File: src/rtl/warp_issue_scheduler.sv
// Warp issue scheduler: picks one ready warp per cycle in round-robin order,
// blocks warps with an unresolved branch, and counts issued instructions.
module warp_issue_scheduler (
  input  logic        clk,
  input  logic        rst,
  input  logic [7:0]  IB_Ready_Issue_IU,
  input  logic        OC_Avail,
  input  logic        BEQ_Out,
  input  logic        BLT_Out,
  input  logic        Branch_Resolve_EX,
  input  logic [2:0]  Branch_WarpID_EX,
  output logic [7:0]  IU_Grant,
  output logic [2:0]  Issue_WarpID_OC,
  output logic [7:0]  Branch_Pending,
  output logic [15:0] Issue_Cnt
);

  logic [2:0]  rr_ptr_reg;
  logic [2:0]  rr_ptr_next;
  logic [7:0]  branch_pending_reg;
  logic [7:0]  branch_pending_next;
  logic [15:0] issue_cnt_reg;
  logic [15:0] issue_cnt_next;

  logic [7:0]  eligible;
  logic [7:0]  eligible_rot;
  logic        grant_valid;
  logic [2:0]  grant_off;
  logic [2:0]  grant_idx;
  logic [7:0]  set_mask;
  logic [7:0]  clr_mask;

  // Pending-branch warps are never eligible; no issue without a collector slot or in reset.
  assign eligible = (rst || !OC_Avail) ? 8'h00 : (IB_Ready_Issue_IU & ~branch_pending_reg);

  // Rotate so that bit 0 of eligible_rot is the warp at the round-robin pointer.
  for (genvar gi = 0; gi < 8; gi++) begin : g_rot
    assign eligible_rot[gi] = eligible[rr_ptr_reg + 3'(gi)];
  end

  // Lowest set bit of the rotated vector is the first eligible warp upward from the pointer.
  always_comb begin
    grant_valid = 1'b0;
    grant_off   = 3'd0;
    for (int j = 7; j >= 0; j--) begin
      if (eligible_rot[j]) begin
        grant_valid = 1'b1;
        grant_off   = 3'(j);
      end
    end
  end

  // Modulo-8 add brings the offset back into absolute warp numbering.
  assign grant_idx = rr_ptr_reg + grant_off;

  // One-hot grant; the branch flags never feed this path, so no loop through the IB mux.
  for (genvar gi = 0; gi < 8; gi++) begin : g_grant
    assign IU_Grant[gi] = grant_valid && (grant_idx == 3'(gi));
  end

  assign Issue_WarpID_OC = grant_valid ? grant_idx : 3'd0;

  // Next-state for pointer, branch mask and counter; a set beats a clear on the same warp.
  always_comb begin
    set_mask            = 8'h00;
    clr_mask            = 8'h00;
    rr_ptr_next         = rr_ptr_reg;
    issue_cnt_next      = issue_cnt_reg;
    if (grant_valid) begin
      rr_ptr_next = grant_idx + 3'd1;
      if (issue_cnt_reg != 16'hFFFF) begin
        issue_cnt_next = issue_cnt_reg + 16'd1;
      end
      if (BEQ_Out || BLT_Out) begin
        set_mask = 8'h01 << grant_idx;
      end
    end
    if (Branch_Resolve_EX) begin
      clr_mask = 8'h01 << Branch_WarpID_EX;
    end
    branch_pending_next = (branch_pending_reg & ~clr_mask) | set_mask;
  end

  // State registers with synchronous reset.
  always_ff @(posedge clk) begin
    if (rst) begin
      rr_ptr_reg         <= 3'd0;
      branch_pending_reg <= 8'h00;
      issue_cnt_reg      <= 16'd0;
    end else begin
      rr_ptr_reg         <= rr_ptr_next;
      branch_pending_reg <= branch_pending_next;
      issue_cnt_reg      <= issue_cnt_next;
    end
  end

  assign Branch_Pending = branch_pending_reg;
  assign Issue_Cnt      = issue_cnt_reg;

endmodule

File: config.mk
export PLATFORM = sky130hd
export DESIGN_NAME = warp_issue_scheduler
export DESIGN_NICKNAME = d
export VERILOG_FILES = /design/src/rtl/warp_issue_scheduler.sv
export SDC_FILE = /design/constraint.sdc
export NUM_CORES = 1
export LEC_CHECK = 0
export ABC_AREA = 1
export CORE_MARGIN = 1
export CORE_UTILIZATION = 53
export DETAILED_ROUTE_END_ITERATION = 6
export HOLD_SLACK_MARGIN = 0.02
export PLACE_DENSITY = 0.85
export SLEW_MARGIN = 10
export SYNTH_ARGS = -nofsm -noshare
export SYNTH_HDL_FRONTEND = slang
export SYNTH_SLANG_ARGS = --single-unit
File: constraint.sdc
create_clock -name clk -period 6.12 [get_ports clk]
set_input_delay 0.918 -clock clk [delete_from_list [all_inputs] [get_ports clk]]
set_output_delay 0.918 -clock clk [all_outputs]
set_load 0.05 [all_outputs]
# After elaboration in Yosys (flattened, before gate mapping)
# Cells that the tools add are included.
# Widths: inputs -> output; s select.
# totals
in_bits,17
wordCells,86
out_inout_bits,35
reg_bits,27
# classes
reduce_logical,13
shift,2
n_eq_ne,8
muxes,37
addsub,10
bitwise,5
order_cmp,8
# ops
op,count
$lt 3x4->1 const B,8
$mux 8,4
$mux 3,9
$bmux 1 s3,8
$add 16x1->16 const B,1
$and 8x8->8,2
$mux 1,16
$ne 16x16->1 const B,1
$not 8->8,2
$shl 1x3->8 const A,2
$add 3x3->3 const B,4
$eq 3x3->1 const B,4
$logic_and 1x1->1,8
$or 8x8->8,1
$add 3x1->3 const B,2
$add 3x2->3 const B,2
$eq 3x2->1 const B,2
$add 3x3->3,1
$eq 3x1->1 const B,1
$logic_not 3->1,1
$logic_or 1x1->1,2
$reduce_and 2->1,1
$logic_not 1->1,1

# Depth between registers and ports, before layout
# depth
ltp_word,18
depth_mapped,24
depth_no_buf,23

# Least setup slack after synthesis
# Ideal clock, no wire load.
# synth_timing
path_type,input to output
startpoint,input OC_Avail
endpoint,output IU_Grant[3]
setup_slack_ps,1032
n_path_buf,1
t_required_ps,5202
stages,20
t_arrival_ps,4170
cell_sequence,inv_1 > nor2_4 > buf_6 > nand3_1 > nand3_1 > nand3_1 > nand2_1 > a31oi_1 > o21ai_0 > nand2_1 > a21boi_0 > ha_1 > inv_1 > fa_1 > xor2_1 > inv_1 > nand3_1 > nand2_2 > nand2_1 > nor3_1
# synth_between
elab_chain_len,16
# synth_rtl
element,line_no,rtl
start: declaration,7,"input logic OC_Avail,"
$logic_not 1->1 *,34,assign eligible = (rst || !OC_Avail) ? 8'h00 : (IB_Ready_Issue_IU & ~branch_pending_reg);
$logic_or 1x1->1 *,34,
$mux 8 *,34,
$bmux 1 s3,38,assign eligible_rot[gi] = eligible[rr_ptr_reg + 3'(gi)];
$mux 1 (implied by the code),38,
$mux 3 (8 in series),46,if (eligible_rot[j]) begin
$add 3x3->3,54,assign grant_idx = rr_ptr_reg + grant_off;
$eq 3x2->1,58,assign IU_Grant[gi] = grant_valid && (grant_idx == 3'(gi));
$logic_and 1x1->1 *,58,
end: declaration,12,"output logic [7:0] IU_Grant,"
# Mark *: on every way between the ends. The rest lies on a longest branch, timed or not. The select of a mux whose other input is x is not followed.

# Worst setup path after layout
# layout_timing
startpoint,input OC_Avail
endpoint,output Issue_WarpID_OC[1]
# layout_between
elab_chain_len,15
# layout_rtl
element,line_no,rtl
$logic_not 1->1 *,34,
$logic_or 1x1->1 *,34,
$mux 8 *,34,
$bmux 1 s3,38,
$mux 1 (implied by the code),38,
$mux 3 (8 in series),46,
$add 3x3->3,54,
$mux 3 *,61,assign Issue_WarpID_OC = grant_valid ? grant_idx : 3'd0;
end: declaration,13,"output logic [2:0] Issue_WarpID_OC,"
# Marks and branches as above.

==> impl_metrics.yaml <==
floorplan:
  fp.coreArea_sq_um: 3720
  die-area_sq_um: 4190
  row_count: 22
  die_y_um: 64.7
  dieWidth_um: 64.7
  initial_core_util_pct: 56.1
  io_pins: 52
synthesis:
  yosysSeqAreaShare_pct: 25.9
  synth-async-reset-ratio_pct: 0
  synth_area_leaders: "dfxtp_1 (26%), nand2_1 (13%), nand3_1 (13%), inv_1 (8.1%), a21oi_1 (5.5%)"
  synth-seq-cells: 27
  postSynthCellCount: 331
  syn_area_per_cell_sq_um: 6.30
  yosysWarnings: 0
  yosysUniqueCellTypes: 32
  yosys.area.top_type_share_pct: 25.9
  netlist_area_sq_um: 2080
  syn_nets: 356
  synth_ff_type: "dfxtp_1"
  yosysTopAreaCell: "dfxtp_1"
  synth_edf_count: 0
clock_network:
  cts_buffers: 3
  numClockSinks: 27
  cts_resized: 0
  insertion_delay_ns: 0.28
  cts-htree-levels: 1
  cts_buffer_depth: 2
  clk_pin_slew_ns: 0.09
  cts_hold_buf: 0
  cts_tree: "yes"
  cts_root_buf: "clkbuf_8"
  cts_setup_buffers: 0
global_route:
  grtUsageTotal_pct: 26.3
  antenna_found_initial: 0
  grt_pass1_vias: 1911
  grt_max_degree: 20
  grt_overflow: 0
  grt_pass1_wl_um: 8630
finish:
  drive_gt1_share_pct: 7.14
  largest_register_ffs: 16
  fin_nets: 404
  antenna_cells: 0
  area_growth_pct: 27.0
  multi_input_area_sq_um: 1290
  ff_latch_area_sq_um: 541
  nFillCells: 333
sta:
  relSlewSlack_pct: 63.0
  fin_setup_tns_ns: 0
  setup_slack_ns: 0.793
  skew_ns: 0.0105
  hold_viol_final: 0
  rsz0062_at_grt: "false"
  fin_crit_sh_pct: 87.0
  report.final.slew_viol_count: 0
  clock.fmax_mhz: 188
  finalSetupViolCount: 0
  worst_slew_pin_slew_ns: 0.550
  whs_ns: 0.507
  fin_crit_ns: 5.33
worst_setup_path:
  worst_path_max_delay_cell: "clkdlybuf4s50_1"
  worstSetupEndpointType: "output port"
  worst-setup-path-type: "in -> out"
  cp_common_cell: "nand3_1"
  worstPathRequired_ns: 5.20
  critPathArrivalTime_ns: 4.41
  cp_max_fo: 16
  critPathMaxStageDelay_ns: 0.82
  crit_chain: "clkdlybuf4s50_1 -> inv_1 -> nor2_4 -> nand3_1 -> nand3_1 -> nand3_1 -> nand2_1 -> a31oi_1 -> o21ai_0 -> nand2_1 -> a21boi_0 -> ha_1 -> inv_1 -> fa_1 -> nor2_1 -> clkdlybuf4s50_1"
  cp-start-kind: "input port"
run:
  drv_cap: 0
routing:
  drcViolationCount: 0
  wirelength_um: 5360
  dr.pass1.iters: 5
  vias: 2269
  drtAntennaViolNets: 0
  wl_per_cell_um: 12.6
  detail_route.vias_per_cell: 5.33
  drt_iter0_markers: 186
place:
  dp_slack_ns: 0.853
  io_buffers: 51
  routabilityCongestion: 0.926
  dpl.hpwl_um: 4170
status:
  status: "complete, no violations"
worst_hold_path:
  holdCritPathClass: "reg -> reg"
[cells in the mapped netlist, types with 3 or more instances]
| master | count |
|---|---|
| inv_1 | 45 |
| nand3_1 | 54 |
| nor3_1 | 10 |
| nand2_1 | 73 |
| buf_6 | 3 |
| o21ai_0 | 15 |
| ha_1 | 7 |
| nor2_1 | 28 |
| dfxtp_1 | 27 |
| nor2_4 | 4 |
| xor2_1 | 11 |
| a21oi_1 | 23 |
| nand4_1 | 5 |
[logic make-up (layout without fill, tap and decap cells)]
logic type / count (synthesis) / count (layout) / share of synthesized area (%)
compound gates: 42 / 42 / 10.5
xor+xnor: 13 / 13 / 5.46
fa+ha+maj: 8 / 8 / 5.16
buf+inv: 57 / 104 / 11.9
flops: 27 / 27 / 25.9
simple gates: 184 / 184 / 41.0
[per-layer routing]
layer	track usage, %	share of wire [%]	routed length [um]	vias up
met5	0	0	0	-
met4	7.50	1.0	55	0
met3	4.23	5.1	272	5
met2	41.0	45	2420	66
met1	36.8	49	2600	1032
li1	-	-	-	1166
[through the flow]
stage / cells / area (sq um) / util, %
2_1_floorplan: 331 / 2080 / -
3_3_place_gp: 422 / 2600 / 69.9
3_5_place_dp: 422 / 2600 / 69.9
4_1_cts: 426 / 2650 / 71.2
5_1_grt: 426 / 2650 / 71.2
6_report: 426 / 2650 / 71.2
[critical path: cells and delay by family]
family                     cells  cell delay, ns
buffers and inverters          4            1.39
AOI/OAI and AO/OA              3            0.40
adders and majority gates      2            0.72
and+or+nand+nor                7            0.99
[worst paths after layout]
check / from / endpoint / slack, ns / depth (start not counted)
max: OC_Avail / Issue_WarpID_OC[1] / 0.79 / 16
min: Branch_Pending[4]$_SDFF_PP0_ / Branch_Pending[4]$_SDFF_PP0_ / 0.51 / 2
max reg2reg: rr_ptr_reg[0]$_SDFFE_PP0N_ / Branch_Pending[7]$_SDFF_PP0_ / 2.26 / 23
min reg2reg: Branch_Pending[4]$_SDFF_PP0_ / Branch_Pending[4]$_SDFF_PP0_ / 0.51 / 2
[placed cells by master (no fill, tap or decap), types with 10 or more instances in the layout]
master and instances:
nor2_1 28, a21oi_1 23, nor3_1 10, xor2_1 11, dfxtp_1 27, nand3_1 54
clkdlybuf4s50_1 42, inv_1 45, nand2_1 73, o21ai_0 15
[final cells by class]
cell class / instances / area share (%)
Tap cell: 48 / 2.27
Clock buffer: 3 / 1.56
Clock inverter: 1 / 0.284
Multi-Input combinational cell: 247 / 48.9
Inverter: 48 / 6.90
Sequential cell: 27 / 20.4
Timing Repair Buffer: 52 / 19.7
Power is left out: the tool's default activity adds up to more than one toggle a clock period on the data nets, which glitch-free logic cannot reach.
